$ cat config.mk
export PLATFORM = sky130hd
export DESIGN_NAME = slt_bist
export DESIGN_NICKNAME = d
export VERILOG_FILES = /design/src/rtl/slt_bist_pkg.sv /design/src/rtl/slt_bist.sv
export SDC_FILE = /design/constraint.sdc
export NUM_CORES = 1
export LEC_CHECK = 0
export ABC_CLOCK_PERIOD_IN_PS = 2800
export CAP_MARGIN = 20
export CELL_PAD_IN_SITES_DETAIL_PLACEMENT = 0
export CELL_PAD_IN_SITES_GLOBAL_PLACEMENT = 1
export CORE_MARGIN = 3
export CORE_UTILIZATION = 34
export DETAILED_ROUTE_END_ITERATION = 8
export MAX_ROUTING_LAYER = met4
export PLACE_DENSITY = 0.86
export RECOVER_POWER = 100
export SYNTH_ARGS = -nofsm -noshare
export SYNTH_HDL_FRONTEND = slang
export SYNTH_SLANG_ARGS = --single-unit
$ cat constraint.sdc
create_clock -name clk -period 2.8 [get_ports clk]
set_input_delay 0.84 -clock clk [delete_from_list [all_inputs] [get_ports clk]]
set_output_delay 0.84 -clock clk [all_outputs]
set_load 0.01 [all_outputs]
$ cat src/rtl/slt_bist_pkg.sv
// Shared types, golden result constants and expectation helper for the
// set-less-than compare unit BIST.
package slt_bist_pkg;

  typedef enum logic [1:0] {
    IDLE   = 2'd0,
    DRIVE  = 2'd1,
    SAMPLE = 2'd2,
    DONE   = 2'd3
  } slt_bist_state_t;

  localparam logic [7:0] RES_LT = 8'h80;
  localparam logic [7:0] RES_GE = 8'h00;

  typedef struct packed {
    logic       check;
    logic [7:0] word;
  } slt_exp_t;

  // Equal operands yield an undefined result, so they are flagged as unchecked.
  function automatic slt_exp_t slt_expect(input logic [31:0] a, input logic [31:0] b);
    slt_exp_t r;
    r.check = (a != b);
    r.word  = (a < b) ? RES_LT : RES_GE;
    return r;
  endfunction

endpackage

$ cat src/rtl/slt_bist.sv
// BIST initiator: sweeps every {a, b} operand pair through the compare unit,
// counts mismatches against the golden word and records the first failing pair.
module slt_bist
  import slt_bist_pkg::*;
#(
  parameter int WIDTH  = 4,
  parameter int RES_W  = 8,
  parameter int SETTLE = 1
) (
  input  logic               clk,
  input  logic               rst,
  input  logic               start,
  output logic [WIDTH-1:0]   a_out,
  output logic [WIDTH-1:0]   b_out,
  input  logic [RES_W-1:0]   y_in,
  output logic               busy,
  output logic               done,
  output logic               pass,
  output logic [2*WIDTH:0]   err_count,
  output logic [WIDTH-1:0]   fail_a,
  output logic [WIDTH-1:0]   fail_b
);

  localparam int IW = 2 * WIDTH;
  localparam int SW = (SETTLE > 1) ? $clog2(SETTLE) : 1;

  slt_bist_state_t state_q, state_d;
  logic [IW-1:0]    idx_q, idx_d;
  logic [SW-1:0]    settle_q, settle_d;
  logic [IW:0]      err_q, err_d;
  logic [WIDTH-1:0] fa_q, fa_d, fb_q, fb_d;
  logic             busy_q, busy_d, done_q, done_d, pass_q, pass_d;

  slt_exp_t         exp_s;
  logic [RES_W-1:0] golden;
  logic             mismatch;

  // Golden word is left-aligned so its MSB lands on the result MSB (RES_W >= 8).
  always_comb begin
    exp_s    = slt_expect(32'(idx_q[IW-1:WIDTH]), 32'(idx_q[WIDTH-1:0]));
    golden   = RES_W'(exp_s.word) << (RES_W - 8);
    mismatch = exp_s.check && (y_in != golden);
  end

  always_comb begin
    state_d  = state_q;
    idx_d    = idx_q;
    settle_d = settle_q;
    err_d    = err_q;
    fa_d     = fa_q;
    fb_d     = fb_q;
    busy_d   = busy_q;
    done_d   = done_q;
    case (state_q)
      IDLE, DONE: begin
        if (start) begin
          state_d  = DRIVE;
          idx_d    = '0;
          settle_d = '0;
          err_d    = '0;
          fa_d     = '0;
          fb_d     = '0;
          busy_d   = 1'b1;
          done_d   = 1'b0;
        end
      end
      DRIVE: begin
        if (settle_q == SW'(SETTLE - 1)) begin
          settle_d = '0;
          state_d  = SAMPLE;
        end else begin
          settle_d = settle_q + 1'b1;
        end
      end
      SAMPLE: begin
        if (mismatch) begin
          err_d = err_q + 1'b1;
          if (err_q == '0) begin
            fa_d = idx_q[IW-1:WIDTH];
            fb_d = idx_q[WIDTH-1:0];
          end
        end
        if (idx_q == '1) begin
          state_d = DONE;
          busy_d  = 1'b0;
          done_d  = 1'b1;
        end else begin
          idx_d   = idx_q + 1'b1;
          state_d = DRIVE;
        end
      end
      default: state_d = IDLE;
    endcase
    pass_d = done_d && (err_d == '0);
  end

  always_ff @(posedge clk or posedge rst) begin
    if (rst) begin
      state_q  <= IDLE;
      idx_q    <= '0;
      settle_q <= '0;
      err_q    <= '0;
      fa_q     <= '0;
      fb_q     <= '0;
      busy_q   <= 1'b0;
      done_q   <= 1'b0;
      pass_q   <= 1'b0;
    end else begin
      state_q  <= state_d;
      idx_q    <= idx_d;
      settle_q <= settle_d;
      err_q    <= err_d;
      fa_q     <= fa_d;
      fb_q     <= fb_d;
      busy_q   <= busy_d;
      done_q   <= done_d;
      pass_q   <= pass_d;
    end
  end

  assign a_out     = idx_q[IW-1:WIDTH];
  assign b_out     = idx_q[WIDTH-1:0];
  assign busy      = busy_q;
  assign done      = done_q;
  assign pass      = pass_q;
  assign err_count = err_q;
  assign fail_a    = fa_q;
  assign fail_b    = fb_q;

endmodule

==> results by group <==
Final layout
  – Sequential Area: 751 um^2
  – Nets@finish: 269
  – Synthesis-to-finish area growth: 47.4%
  – Number of diodes: 0
  – Layout Utilization: 0.526
  – Commonest cells after routing, fill and taps aside: 30 x dfrtp_1, 28 x buf_4, 19 x dlygate4sd3_1
  – Filler cell count: 456
  – Most common cell after layout, fill and taps aside: dfrtp_1
  – Share of cells above drive strength 1: 0.229
  – Multi-input gate area: 952 um^2

GRT
  – Antenna violations before repair: 0
  – Largest net degree at the start of global routing: 31
  – Global-route wire length before repair: 7.98 mm
  – Gr usage total: 0.176
  – Number of global-route vias before repair: 1,677
  – Grt total ovfl: 0

Power and ir drop
  – Net load switching power: 0.000676 W
  – Peak supply drop: 339 uV
  – Combinational share of power: 0.486
  – Internal: 0.00103 W
  – Power per cell area: 676 nW/um^2
  – Sw Ratio: 0.397
  – Clk pwr share: 0.214
  – Reg power frac: 0.300
  – Leak: 1.13 nW

Placed design
  – Gp weighted congestion: 0.868
  – Dpl hpwl: 3.39 mm
  – PortBufs: 38

Synthesis
  – XOR/XNOR share of the synthesized area: 0.0205
  – Post-synth EDFFs: 0
  – Post-synthesis cell count: 174
  – Syn Area/Cell: 9.81 um^2
  – Seq/Total Area, Yosys: 0.440
  – Mux cell area share after synthesis: 0.0125
  – Post-synth cell types: 43
  – Post-synthesis adder-cell area fraction: 0.0733
  – Main synth FF type: dfrtp_1
  – Async S/R FF share, synth: 1.00
  – Netlist Area Pre-Place: 1710 um^2
  – Compound-Gate Fraction of Synth Area: 0.197
  – Largest family of logic cells by synthesized area: simple AND/OR/NAND/NOR gates
  – Seq cells post-synth: 30
  – Synth Area in Simple Gates: 0.217
  – Syn_nets: 195
  – YS warnings: 0

Worst setup path
  – Reg2reg start: idx_q[1]
  – Max incr delay on CP: 0.55 ns
  – Worst EP required: 2.99 ns
  – Ordered list of cells on the worst path: inv_2 > ha_4 > nor2b_4 > o211ai_1 > a2111oi_4 > buf_4 > or2_4 > o211ai_1 > o21ai_1 > or4b_4 > nor4b_2
  – Crit-path slowest cell: or4b_4
  – Worst Path Max Fanout: 4
  – Critical path class: flip-flop to flip-flop
  – Critical path buffers and inverters: 2
  – Crit start category: flip-flop
  – CP Data Arrival Time: 3.04 ns
  – Largest delay share family, worst path: simple AND/OR/NAND/NOR gates
  – Worst Setup SP: idx_q[1]
  – Worst path most repeated cell: o211ai_1
  – Setup crit end kind: flip-flop

Drt
  – Wire length per cell: 14.3 um
  – Vias per inst: 5.17
  – Initial DRC count: 109
  – WL met1: 2.10 mm
  – Total number of vias: 1,634
  – Drc violations: 0
  – Total iterations of the first detailed-routing run: 4
  – Detail Route Antenna Nets: 0
  – DR top layer: met4
  – Total wire length: 4.53 mm
  – Met3 wire length: 186 um
  – Met2 routed WL: 2.14 mm

Timing
  – Fin Hold WS: 0.474 ns
  – Fin crit period: 2.85 ns
  – Relative slew margins: -0.0779
  – RSZ-0062 raised after global routing: true
  – Setup ws final: -0.0534 ns
  – Final setup fails: 1
  – Slew at the pin closest to its max-slew limit: 1.62 ns
  – Final Slew Violations: 31
  – Clock skew: 0.00976 ns
  – Hold Fails Final Rpt: 0
  – Final worst path period share: 1.02
  – Top achievable clock speed: 0.350 GHz

Die
  – Initial Util: 0.357
  – Core area: 4790 um^2
  – # IOs: 39
  – Die W: 76.9 um
  – DIE HEIGHT: 76.9 um
  – FP Rows: 25
  – DIE AREA: 5910 um^2

Clock network
  – CTS tree: done
  – Clock Tree Buf Depth: 2
  – Clock slew at reported path FFs: 0.07 ns
  – Clock Sinks: 30
  – CTS Buf Count: 5
  – Clock Tree Root: clkbuf_8
  – Htree depth: 2
  – Worst-skew pair later-pin latency: 0.29 ns

Job
  – Max Cap Viol: 1

Min path
  – Hold Crit Class: flip-flop to flip-flop
  – Min-delay src: fail_a[3]

Outcome
  – Failing checks: max-capacitance violations, max-slew violations, negative setup slack
  – Status: finished with violations
[through the flow]
| step | total power [W] | cells | cell area [um^2] | setup WS (ns) | setup TNS, ns |
|---|---|---|---|---|---|
| 2_1_floorplan | 0.000946 | 174 | 1710 | -0.236 | -0.236 |
| 3_3_place_gp | 0.00128 | 303 | 2360 | -0.694 | -4.27 |
| 3_5_place_dp | 0.00128 | 303 | 2360 | -0.777 | -4.85 |
| 4_1_cts | 0.00169 | 315 | 2510 | -0.0589 | -0.0589 |
| 5_1_grt | 0.00184 | 316 | 2520 | -0.168 | -0.168 |
| 6_report | 0.00170 | 316 | 2520 | -0.0534 | -0.0534 |
[sequential cells by signal, summed over array words and instances, names as in the netlist]
register / count
fail_a: 4
idx_q: 8
pass: 1
state_q: 2
done: 1
busy: 1
err_count: 9
fail_b: 4
[layout make-up]
type	count	area share
multi-input combinational	128	0.378
inverter	12	0.0179
sequential	30	0.298
tap	67	0.0333
clock buffer	6	0.0328
timing repair buffer	71	0.234
clock inverter	2	0.00497
[per-layer routing]
layer | GRT usage | vias up
li1 | - | 797
met4 | 0.0960 | 0
met1 | 0.219 | 776
met2 | 0.274 | 54
met5 | - | -
met3 | 0.0258 | 7
[final timing paths]
| kind | end | slack, ns | cells past startpoint |
|---|---|---|---|
| worst max-delay path | pass | -0.05 | 11 |
| worst min-delay path | fail_a[3] | 0.47 | 2 |
| worst max register to register | pass | -0.05 | 11 |
| worst min register to register | fail_a[3] | 0.47 | 2 |
| max in group asynchronous | err_count[5] | 0.44 | 3 |
| min in group asynchronous | fail_a[2] | 1.42 | 3 |
[worst reg2reg max path, stage by stage (launching register included)]
cell and delay [ns]:
dfrtp_1 0.39, inv_2 0.09, ha_4 0.20, nor2b_4 0.12
o211ai_1 0.37, a2111oi_4 0.15, buf_4 0.17, or2_4 0.22
o211ai_1 0.17, o21ai_1 0.11, or4b_4 0.55, nor4b_2 0.21
[timing repair]
| action | CTS | global route |
|---|---|---|
| hold buffers | 0 | 0 |
| endpoints found under the setup margin | 9 | 2 |
| buffers inserted | 5 | 1 |
| pin swaps | 17 | 6 |
| cloned | 0 | 0 |
| resized for setup | 30 | 3 |
[power by group through the flow]
stage	clock, W	combinational, W	sequential (W)
final	0.000364	0.000827	0.000511
after global routing	0.000396	0.000923	0.000516
after CTS	0.000372	0.000813	0.000510
after detailed placement	0	0.000764	0.000518
after global placement	0	0.000761	0.000516
after floorplan	0	0.000418	0.000529
[kinds of logic (layout without fill, tap and decap cells)]
family / count (synthesis) / in the layout
flip-flops: 30 / 30
buffers and inverters: 16 / 91
adder cells (fa/ha/maj): 10 / 10
XOR/XNOR: 4 / 4
AO/OA/AOI/OAI: 44 / 44
AND/OR/NAND/NOR: 68 / 68
multiplexers: 2 / 2
[Yosys cell counts (all sizes together), types with 3 or more instances]
library cell  instances  area [um^2]
o22ai                 4         25.0
ha                   10          125
nor2b                 3         18.8
nand2                13         48.8
a21oi                 6         30.0
inv                  12         45.0
dfrtp                30          751
nand2b                5         31.3
o21ai                 9         45.0
a22o                  8         70.1
nand3                 8         40.0
nand4                 3         18.8
and4                  3         26.3
clkbuf                3         11.3
nor2                 16         60.1
nor3                  6         35.0
xnor2                 4         35.0
o211ai                4         30.0
(Power assumes the default switching activity.)
